==> src/rtl/alu_issue_stage_if.sv <==
`default_nettype none
// ============================================================================
// Module      : alu_issue_stage_if
// Description : ID-side handshake plus EX-side ALU control/operand bundle.
// Revision    : 1.0 - initial release
// ============================================================================
interface alu_issue_stage_if;
    logic        id_valid;
    logic        id_ready;
    logic [5:0]  id_opcode;
    logic [5:0]  id_funct;
    logic [31:0] id_rs_data;
    logic [31:0] id_rt_data;
    logic [15:0] id_imm;
    logic        ex_stall;
    logic        flush;
    logic        ex_valid;
    logic [3:0]  ex_aluctl;
    logic [31:0] ex_in1;
    logic [31:0] ex_in2;
    logic        ex_illegal;
    logic        mult_busy;

    // master: the issue stage (producer of the ALU operand bundle)
    modport master (
        input  id_valid, id_opcode, id_funct, id_rs_data, id_rt_data, id_imm,
        input  ex_stall, flush,
        output id_ready, ex_valid, ex_aluctl, ex_in1, ex_in2, ex_illegal, mult_busy
    );

    modport slave (
        output id_valid, id_opcode, id_funct, id_rs_data, id_rt_data, id_imm,
        output ex_stall, flush,
        input  id_ready, ex_valid, ex_aluctl, ex_in1, ex_in2, ex_illegal, mult_busy
    );
endinterface
`default_nettype wire

==> src/rtl/alu_issue_stage.sv <==
`default_nettype none
// ============================================================================
// Module      : alu_issue_stage
// Description : ID/EX issue stage: decodes opcode/funct into ALU control,
//               selects operands and holds EX for multi-cycle multiplies.
// Revision    : 1.0 - initial release
// ============================================================================
module alu_issue_stage #(
    parameter int MULT_CYCLES = 4
) (
    input  wire logic         clk,
    input  wire logic         rst_n,
    alu_issue_stage_if.master bus
);

    localparam int CNT_RAW = $clog2(MULT_CYCLES) + 1;
    localparam int CNT_W   = (CNT_RAW < 3) ? 3 : CNT_RAW;

    localparam logic [CNT_W-1:0] C_CNT_LOAD = CNT_W'(MULT_CYCLES - 1);
    localparam logic [CNT_W-1:0] C_CNT_ONE  = CNT_W'(1);

    localparam logic [3:0] C_ALU_ADD  = 4'b0010;
    localparam logic [3:0] C_ALU_SUB  = 4'b0110;
    localparam logic [3:0] C_ALU_AND  = 4'b0000;
    localparam logic [3:0] C_ALU_OR   = 4'b0001;
    localparam logic [3:0] C_ALU_XOR  = 4'b1111;
    localparam logic [3:0] C_ALU_NOR  = 4'b1100;
    localparam logic [3:0] C_ALU_SLT  = 4'b0111;
    localparam logic [3:0] C_ALU_MULT = 4'b1000;
    localparam logic [3:0] C_ALU_NOP  = 4'b0011;

    typedef enum logic [0:0] {
        RUN  = 1'b0,
        MULT = 1'b1
    } state_t;

    state_t           state_q;
    logic [CNT_W-1:0] cnt_q;
    logic             ex_valid_q;
    logic [3:0]       aluctl_q;
    logic [31:0]      in1_q;
    logic [31:0]      in2_q;
    logic             illegal_q;

    logic [3:0]       aluctl_d;
    logic [31:0]      in1_d;
    logic [31:0]      in2_d;
    logic             illegal_d;
    logic             is_mult_d;
    logic             w_accept;

    wire logic [31:0] w_imm_sext = {{16{bus.id_imm[15]}}, bus.id_imm};
    wire logic [31:0] w_imm_zext = {16'h0000, bus.id_imm};

    always_comb begin
        aluctl_d  = C_ALU_NOP;
        in2_d     = 32'h0;
        illegal_d = 1'b0;
        is_mult_d = 1'b0;
        unique case (bus.id_opcode)
            6'h00: begin
                in2_d = bus.id_rt_data;
                unique case (bus.id_funct)
                    6'h20: aluctl_d = C_ALU_ADD;
                    6'h22: aluctl_d = C_ALU_SUB;
                    6'h24: aluctl_d = C_ALU_AND;
                    6'h25: aluctl_d = C_ALU_OR;
                    6'h26: aluctl_d = C_ALU_XOR;
                    6'h27: aluctl_d = C_ALU_NOR;
                    6'h2A: aluctl_d = C_ALU_SLT;
                    6'h18: begin
                        aluctl_d  = C_ALU_MULT;
                        is_mult_d = 1'b1;
                    end
                    default: illegal_d = 1'b1;
                endcase
            end
            6'h08, 6'h23, 6'h2B: begin
                aluctl_d = C_ALU_ADD;
                in2_d    = w_imm_sext;
            end
            6'h0A: begin
                aluctl_d = C_ALU_SLT;
                in2_d    = w_imm_sext;
            end
            6'h0C: begin
                aluctl_d = C_ALU_AND;
                in2_d    = w_imm_zext;
            end
            6'h0D: begin
                aluctl_d = C_ALU_OR;
                in2_d    = w_imm_zext;
            end
            6'h0E: begin
                aluctl_d = C_ALU_XOR;
                in2_d    = w_imm_zext;
            end
            6'h04, 6'h05: begin
                aluctl_d = C_ALU_SUB;
                in2_d    = bus.id_rt_data;
            end
            default: illegal_d = 1'b1;
        endcase
        // Illegal instructions still occupy EX but carry neutral operands
        if (illegal_d) begin
            aluctl_d  = C_ALU_NOP;
            in2_d     = 32'h0;
            is_mult_d = 1'b0;
        end
        in1_d = illegal_d ? 32'h0 : bus.id_rs_data;
    end

    assign bus.id_ready = (state_q == RUN) && !bus.ex_stall && !bus.flush && rst_n;
    assign w_accept     = bus.id_valid && bus.id_ready;

    always_ff @(posedge clk) begin
        if (!rst_n) begin
            state_q    <= RUN;
            cnt_q      <= '0;
            ex_valid_q <= 1'b0;
            aluctl_q   <= C_ALU_NOP;
            in1_q      <= 32'h0;
            in2_q      <= 32'h0;
            illegal_q  <= 1'b0;
        end else if (bus.flush) begin
            state_q    <= RUN;
            cnt_q      <= '0;
            ex_valid_q <= 1'b0;
            aluctl_q   <= C_ALU_NOP;
            in1_q      <= 32'h0;
            in2_q      <= 32'h0;
            illegal_q  <= 1'b0;
        end else if (!bus.ex_stall) begin
            unique case (state_q)
                RUN: begin
                    if (w_accept) begin
                        ex_valid_q <= 1'b1;
                        aluctl_q   <= aluctl_d;
                        in1_q      <= in1_d;
                        in2_q      <= in2_d;
                        illegal_q  <= illegal_d;
                        if (is_mult_d && (MULT_CYCLES > 1)) begin
                            state_q <= MULT;
                            cnt_q   <= C_CNT_LOAD;
                        end
                    end else begin
                        ex_valid_q <= 1'b0;
                        aluctl_q   <= C_ALU_NOP;
                        in1_q      <= 32'h0;
                        in2_q      <= 32'h0;
                        illegal_q  <= 1'b0;
                    end
                end
                MULT: begin
                    // EX holds the mult; the final occupied cycle is spent back in RUN
                    cnt_q <= cnt_q - C_CNT_ONE;
                    if (cnt_q == C_CNT_ONE) begin
                        state_q <= RUN;
                    end
                end
                default: begin
                    state_q <= RUN;
                    cnt_q   <= '0;
                end
            endcase
        end
    end

    assign bus.ex_valid   = ex_valid_q;
    assign bus.ex_aluctl  = aluctl_q;
    assign bus.ex_in1     = in1_q;
    assign bus.ex_in2     = in2_q;
    assign bus.ex_illegal = illegal_q;
    assign bus.mult_busy  = (state_q == MULT);

endmodule
`default_nettype wire

==> src/flat_wrapper.sv <==
// flat-port wrapper written by rule: the top's interface ports become plain ports
module alu_issue_stage_flat 
#(
    parameter int MULT_CYCLES = 4
)
  (clk, rst_n, bus_id_valid, bus_id_opcode, bus_id_funct, bus_id_rs_data, bus_id_rt_data, bus_id_imm, bus_ex_stall, bus_flush, bus_id_ready, bus_ex_valid, bus_ex_aluctl, bus_ex_in1, bus_ex_in2, bus_ex_illegal, bus_mult_busy);
  alu_issue_stage_if bus_i ();
  input  wire logic clk;
  input  wire logic rst_n;
  input wire logic [$bits(bus_i.id_valid)-1:0] bus_id_valid;
  input wire logic [$bits(bus_i.id_opcode)-1:0] bus_id_opcode;
  input wire logic [$bits(bus_i.id_funct)-1:0] bus_id_funct;
  input wire logic [$bits(bus_i.id_rs_data)-1:0] bus_id_rs_data;
  input wire logic [$bits(bus_i.id_rt_data)-1:0] bus_id_rt_data;
  input wire logic [$bits(bus_i.id_imm)-1:0] bus_id_imm;
  input wire logic [$bits(bus_i.ex_stall)-1:0] bus_ex_stall;
  input wire logic [$bits(bus_i.flush)-1:0] bus_flush;
  output wire logic [$bits(bus_i.id_ready)-1:0] bus_id_ready;
  output wire logic [$bits(bus_i.ex_valid)-1:0] bus_ex_valid;
  output wire logic [$bits(bus_i.ex_aluctl)-1:0] bus_ex_aluctl;
  output wire logic [$bits(bus_i.ex_in1)-1:0] bus_ex_in1;
  output wire logic [$bits(bus_i.ex_in2)-1:0] bus_ex_in2;
  output wire logic [$bits(bus_i.ex_illegal)-1:0] bus_ex_illegal;
  output wire logic [$bits(bus_i.mult_busy)-1:0] bus_mult_busy;
  assign bus_i.id_valid = bus_id_valid;
  assign bus_i.id_opcode = bus_id_opcode;
  assign bus_i.id_funct = bus_id_funct;
  assign bus_i.id_rs_data = bus_id_rs_data;
  assign bus_i.id_rt_data = bus_id_rt_data;
  assign bus_i.id_imm = bus_id_imm;
  assign bus_i.ex_stall = bus_ex_stall;
  assign bus_i.flush = bus_flush;
  assign bus_id_ready = bus_i.id_ready;
  assign bus_ex_valid = bus_i.ex_valid;
  assign bus_ex_aluctl = bus_i.ex_aluctl;
  assign bus_ex_in1 = bus_i.ex_in1;
  assign bus_ex_in2 = bus_i.ex_in2;
  assign bus_ex_illegal = bus_i.ex_illegal;
  assign bus_mult_busy = bus_i.mult_busy;
  alu_issue_stage #(.MULT_CYCLES(MULT_CYCLES)) u_core (.clk(clk), .rst_n(rst_n), .bus(bus_i));
endmodule
==> config.mk <==
export PLATFORM = sky130hd
export DESIGN_NAME = alu_issue_stage_flat
export DESIGN_NICKNAME = d
export VERILOG_FILES = /design/src/rtl/alu_issue_stage_if.sv /design/src/rtl/alu_issue_stage.sv /design/src/flat_wrapper.sv
export SDC_FILE = /design/constraint.sdc
export NUM_CORES = 1
export LEC_CHECK = 0
export ABC_AREA = 1
export CAP_MARGIN = 20
export CORE_MARGIN = 4
export CORE_UTILIZATION = 35
export CTS_CLUSTER_DIAMETER = 50
export DETAILED_ROUTE_END_ITERATION = 16
export GPL_TIMING_DRIVEN = 0
export MAX_ROUTING_LAYER = met4
export PLACE_DENSITY = 0.74
export SYNTH_ARGS = -nofsm -noshare
export SYNTH_HDL_FRONTEND = slang
export SYNTH_SLANG_ARGS = --single-unit
==> constraint.sdc <==
create_clock -name clk -period 3.6 [get_ports clk]
set_clock_uncertainty 0.15 [all_clocks]
set_input_delay 0.36 -clock clk [delete_from_list [all_inputs] [get_ports clk]]
set_output_delay 0.36 -clock clk [all_outputs]
set_load 0.01 [all_outputs]
# --- Yosys cells after proc, flatten, opt, wreduce, memory -nomap -nowiden ---
# Index checks and enable logic that the tools add are counted.
# Widths: inputs -> output; s select.
totals:
  output_inout_bits: 72
  reg_bits: 74
  word_cells: 71
  in_bits: 97
classes:
  n_reduce_logical: 17
  n_eq_ne: 20
  addsub: 1
  mux: 23
  bitwise: 3
ops:
  columns: ["op", "n"]
  rows:
  - ["$mux 32", 4]
  - ["$pmux 32 s3", 1]
  - ["$eq 6x6->1 const B", 9]
  - ["$pmux 4 s8", 1]
  - ["$eq 6x4->1 const B", 5]
  - ["$pmux 4 s7", 1]
  - ["$eq 6x3->1 const B", 2]
  - ["$mux 1", 9]
  - ["$reduce_or 3->1", 3]
  - ["$reduce_or 9->1", 1]
  - ["$mux 4", 2]
  - ["$reduce_or 8->1", 1]
  - ["$eq 6x5->1 const B", 1]
  - ["$logic_not 6->1", 1]
  - ["$mux 3", 2]
  - ["$pmux 3 s2", 1]
  - ["$logic_and 1x1->1", 4]
  - ["$ne 2x1->1 const B", 2]
  - ["$pmux 1 s2", 2]
  - ["$reduce_or 2->1", 2]
  - ["$reduce_or 4->1", 1]
  - ["$eq 3x1->1 const B", 1]
  - ["$not 1->1", 3]
  - ["$reduce_and 3->1", 1]
  - ["other kinds (3)", 4]

# --- Depth between registers and ports, before layout ---
# Gate-level depths: netlist of the first run.
depth:
  ltp_word: 8
  depth_mapped: 12
  ltp_nobuf: 11

# --- Least setup slack after synthesis of the first run ---
# No wires, ideal clock.
synth_path:
  path_kind: "input port to flip-flop"
  start: "in bus_id_opcode[5]"
  end: "reg u_core.in2_q[16] (netlist: u_core.bus.ex_in2[16])"
  setup_ns: 0.112
  arrival_ns: 1.394
  path_slack_ns: 1.943
  n_path_buf: 2
  t_required_ns: 3.338
  cell_stages: 10
  cell_sequence: "nor2_4 -> nand3_1 -> inv_2 -> nand3_1 -> nor2_2 -> nor2_4 -> buf_6 -> buf_6 -> nand2_1 -> nand2_1"
synth_between:
  elab_chain_len: 5
  word_cells_on_any_way: 18
  classes_between: "9 x eq/ne; 4 x mux; 5 x reduce/logical"
synth_lines:
  columns: ["element", "line_no", "rtl"]
  rows:
  - ["from (decl)", "flat_wrapper.sv:11", "input wire logic [$bits(bus_i.id_opcode)-1:0] bus_id_opcode;"]
  - ["$eq 6x4->1 (tied with other cells)", "alu_issue_stage.sv:60", "unique case (bus.id_opcode)"]
  - ["$reduce_or 9->1 (no source line) (tied with other cells)", null, null]
  - ["$pmux 1 s2 or $pmux 32 s3 (tied branches)", "alu_issue_stage.sv:60", null]
  - ["$mux 32 *", "alu_issue_stage.sv:105", "if (illegal_d) begin"]
  - ["$mux 32 *", "alu_issue_stage.sv:136", "if (w_accept) begin"]
  - ["to (signal assigned)", "alu_issue_stage.sv:140", "in2_q <= in2_d;"]
  - ["to (decl)", "alu_issue_stage.sv:42", "logic [31:0] in2_q;"]
# Mark *: on every way between the ends. The rest lies on a longest branch, timed or not.
# A chain may end at the register's enable or synchronous reset.

# --- Final worst setup path of the first run ---
layout_path:
  start: "in bus_ex_stall"
  end: "out bus_id_ready"
layout_between:
  elab_chain_len: 4
layout_lines:
  columns: ["element", "line_no", "rtl"]
  rows:
  - ["from (decl)", "flat_wrapper.sv:16", "input wire logic [$bits(bus_i.ex_stall)-1:0] bus_ex_stall;"]
  - ["$logic_not 1->1", "alu_issue_stage.sv:113", "assign bus.id_ready = (state_q == RUN) && !bus.ex_stall && !bus.flush && rst_n;"]
  - ["$logic_and 1x1->1 (3 in series)", "alu_issue_stage.sv:113", null]
  - ["to (decl)", "flat_wrapper.sv:18", "output wire logic [$bits(bus_i.id_ready)-1:0] bus_id_ready;"]
# No other way between the ends.

==> results.json, run 1 <==
{
  "r2r_end": "u_core.bus.ex_in1[25]$_SDFFE_PP0P_",
  "rows": 34,
  "cp.arrival_ps": 1800,
  "fp.dieW_um": 105,
  "clockRootBuffer": "clkbuf_8",
  "setup.worst_path.start": "bus_ex_stall",
  "synth_seq_cells": 74,
  "clkLatencyLatePin_ps": 330,
  "maxSlewHeadroom": 0.682,
  "clk_pin_slew_ps": 80,
  "num_io_pins": 169,
  "ff2ff_path_depth": 9,
  "crit_path_end": "bus_id_ready",
  "leakage_nw": 2.38,
  "setup_viol": 0,
  "period_needed_ps": 2310,
  "endpoint_kind": "output port",
  "port_buffers": 168,
  "dpl.hpwl_um": 7990,
  "n_antenna_cell": 0,
  "initial_core_util": 0.367,
  "vias_per_cell": 4.55,
  "fmax_ghz": 0.433,
  "drt-initial-drc-count": 136,
  "postSynthCellCount": 481,
  "maxUsedRoutingLayer": "met4",
  "tightest_slew_ps": 478,
  "path_class": "in2out",
  "m1WireLength_um": 4290,
  "drcViolationCount": 0,
  "rsz0062_at_grt": "no",
  "path_max_fanout": 5,
  "ir_drop_uv": 185,
  "post-place-cells": 757,
  "cts_buffers": 9,
  "yosysWarningCount": 0,
  "hold_start": "u_core.bus.ex_valid$_SDFFE_PP0P_",
  "synth_cell_type_count": 26,
  "ctsHoldBuffers": 0,
  "cp.required_ps": 3090,
  "wire_per_inst_um": 12.9,
  "cts_sinks": 74,
  "period_share": 0.641,
  "wl_met2_um": 5050,
  "hold_viol_final": 0,
  "ant_nets": 0,
  "avgSynthCellArea_sq_um": 6.79,
  "coreArea_sq_mm": 0.00889,
  "cts_tree": "done",
  "p_per_area_mw_per_mm2": 312,
  "grt-ovfl-total": 0,
  "area_delta_synth_final_pct": 61.5,
  "antenna_found_initial": 0,
  "wl_um": 10000,
  "cts_setup_buffers": 0,
  "min_path_type": "reg2reg",
  "maxCapViolations": 0,
  "synthFlopType": "dfxtp_1",
  "clockBufferDepth": 2,
  "grt_first_pass_wirelength_um": 16300,
  "htreeDepth": 3,
  "dieArea_sq_mm": 0.0109,
  "ctsResizeCount": 0,
  "cp-start-kind": "input port",
  "fin_cells": 773,
  "n_fill_cell": 838,
  "slew_viol_final": 0,
  "grt_max_degree": 14,
  "dr.pass1.iters": 4,
  "async_flop_share": 0,
  "grt_usage": 0.187,
  "wl_met3_um": 500,
  "fin_tns_setup_ps": 0,
  "outcome": "complete, no violations",
  "syn-num-nets": 580,
  "final_layout_size_suffix_gt1_frac": 0.0707,
  "finalNetCount": 759,
  "ys_seq_area_frac": 0.453,
  "grt_pass1_vias": 3462,
  "r2r_start": "u_core.bus.mult_busy$_SDFFE_PP0N_",
  "gp_congestion": 0.886,
  "vias": 3516,
  "syn-cell-area_sq_mm": 0.00327,
  "die-height_um": 105,
  "synth-edff-count": 0,
  "ff2ff_setup_slack_ps": 1850
}
==> flip-flops by register name, indices dropped and copies added, names as in the netlist <==
signal,cells
u_core.bus.mult_busy,1
u_core.cnt_q,3
u_core.bus.ex_in2,32
u_core.bus.ex_in1,32
u_core.bus.ex_illegal,1
u_core.bus.ex_aluctl,4
u_core.bus.ex_valid,1
==> power by group <==
part / total, W / leakage (nW) / internal, W / switching [W]
registers: 0.000822 / 0.596 / 0.000821 / 0.00000152
logic: 0.000188 / 1.69 / 0.000116 / 0.0000718
clock network: 0.000634 / 0.0971 / 0.000323 / 0.000311
total: 0.00164 / 2.38 / 0.00126 / 0.000385
==> layer usage <==
metal,up-vias,global-route usage
met5,-,-
met4,0,0.0478
met3,11,0.0450
met2,101,0.327
met1,1561,0.215
li1,1843,-
==> worst max-delay path, stage by stage <==
cell             delay (ps)
clkdlybuf4s50_1         480
nor2_1                  190
nand2_1                 100
inv_1                   110
clkdlybuf4s50_1         550
==> cell type report <==
class	instances	area (sq um)	share of cell area
Timing Repair Buffer	168	1680	0.319
Buffer	19	101	0.0192
Tap cell	108	135	0.0256
Inverter	31	116	0.0221
Multi-Input combinational cell	357	1570	0.297
Clock buffer	10	128	0.0242
Sequential cell	74	1480	0.281
Clock inverter	6	65.1	0.0123
==> cell families after synthesis <==
| group | synth area share |
|---|---|
| flops | 0.453 |
| buf+inv | 0.0666 |
| fa+ha+maj | 0.00766 |
| compound gates | 0.0877 |
| xor+xnor | 0.00268 |
| simple gates | 0.382 |
==> worst min path at each step <==
stage / end / slack, ps / depth (start not counted)
final: u_core.bus.ex_valid$_SDFFE_PP0P_ / 300 / 2
after global routing: u_core.bus.ex_in1[27]$_SDFFE_PP0P_ / 320 / 2
after global placement: u_core.bus.ex_valid$_SDFFE_PP0P_ / 280 / 2
after detailed placement: u_core.bus.ex_valid$_SDFFE_PP0P_ / 290 / 2
after CTS: u_core.bus.ex_valid$_SDFFE_PP0P_ / 300 / 2
after floorplan: u_core.bus.ex_in1[0]$_SDFFE_PP0P_ / 310 / 2
==> Yosys cell counts, types with 3 or more instances <==
library cell | n | area (sq um)
nand2_1 | 238 | 893
dfxtp_1 | 74 | 1480
inv_1 | 29 | 109
nand3_1 | 26 | 130
nor2_1 | 26 | 97.6
a21boi_0 | 16 | 120
o21ai_0 | 13 | 65.1
buf_2 | 12 | 60.1
o21ai_1 | 11 | 55.1
nor2_2 | 6 | 37.5
clkbuf_1 | 5 | 18.8
nand2_2 | 4 | 25.0
a21oi_1 | 3 | 15.0
nor2_4 | 3 | 33.8
==> placed cells by master (no fill, tap or decap), types with 2 or more instances in the layout <==
cell type / count
inv_6: 2
nand2_1: 238
nor2_4: 3
clkbuf_1: 6
buf_2: 12
dfxtp_1: 74
nor2_2: 6
inv_2: 2
a21oi_1: 3
o21ai_0: 13
inv_1: 29
clkdlybuf4s50_1: 168
clkinv_2: 2
a21boi_0: 16
o21ai_1: 11
nor2_1: 26
nand3_1: 26
nand2_2: 4
clkbuf_8: 9
buf_6: 2
ha_1: 2
==> through the flow <==
stage	power, W	utilization	cell area (sq um)	setup slack, ps	hold slack, ps
floorplan	0.000898	-	3270	1940	313
detailed placement	0.00103	0.572	5080	1040	287
CTS	0.00166	0.593	5280	1290	305
finish	0.00164	0.593	5280	1290	301
global route	0.00172	0.593	5280	1190	325
global placement	0.00103	0.572	5080	1060	282
No activity file was read; power rests on OpenSTA's default activity.
==> inputs of run 2 (changes only) <==
==> constraint.sdc (replaced) <==
create_clock -name clk -period 2.4 [get_ports clk]
set_clock_uncertainty 0.15 [all_clocks]
set_input_delay 0.24 -clock clk [delete_from_list [all_inputs] [get_ports clk]]
set_output_delay 0.24 -clock clk [all_outputs]
set_load 0.01 [all_outputs]
==> results of run 2 <==
Same layout as run 1 (identical final DEF). Status: complete, no violations.
Among the figures that moved: setup slack after placement 1040 ps -> -37.6 ps; clock-pin slew on the worst setup and hold paths 80 ps -> 90 ps; setup slack after layout 1290 ps -> 332 ps; hold slack 301 ps -> 280 ps; register-to-register setup slack 1850 ps -> 650 ps; end point of the worst hold path u_core.bus.ex_valid$_SDFFE_PP0P_ -> u_core.bus.ex_in1[21]$_SDFFE_PP0P_; total power 0.00164 W -> 0.00247 W; worst IR drop on VDD 185 uV -> 278 uV
==> inputs of run 3 (changes only) <==
--- a/config.mk
+++ b/config.mk
@@ -9,7 +9,7 @@
 export CAP_MARGIN = 20
 export CORE_MARGIN = 4
 export CORE_UTILIZATION = 35
-export CTS_CLUSTER_DIAMETER = 50
+export CTS_CLUSTER_DIAMETER = 120
 export DETAILED_ROUTE_END_ITERATION = 16
 export GPL_TIMING_DRIVEN = 0
 export MAX_ROUTING_LAYER = met4
==> results of run 3 <==
Same layout as run 1 (identical final DEF). Status: complete, no violations.
Among the figures that moved: setup slack after placement 1040 ps -> -37.6 ps; clock-pin slew on the worst setup and hold paths 80 ps -> 90 ps; setup slack after layout 1290 ps -> 332 ps; hold slack 301 ps -> 280 ps; register-to-register setup slack 1850 ps -> 650 ps; end point of the worst hold path u_core.bus.ex_valid$_SDFFE_PP0P_ -> u_core.bus.ex_in1[21]$_SDFFE_PP0P_; total power 0.00164 W -> 0.00247 W; worst IR drop on VDD 185 uV -> 278 uV
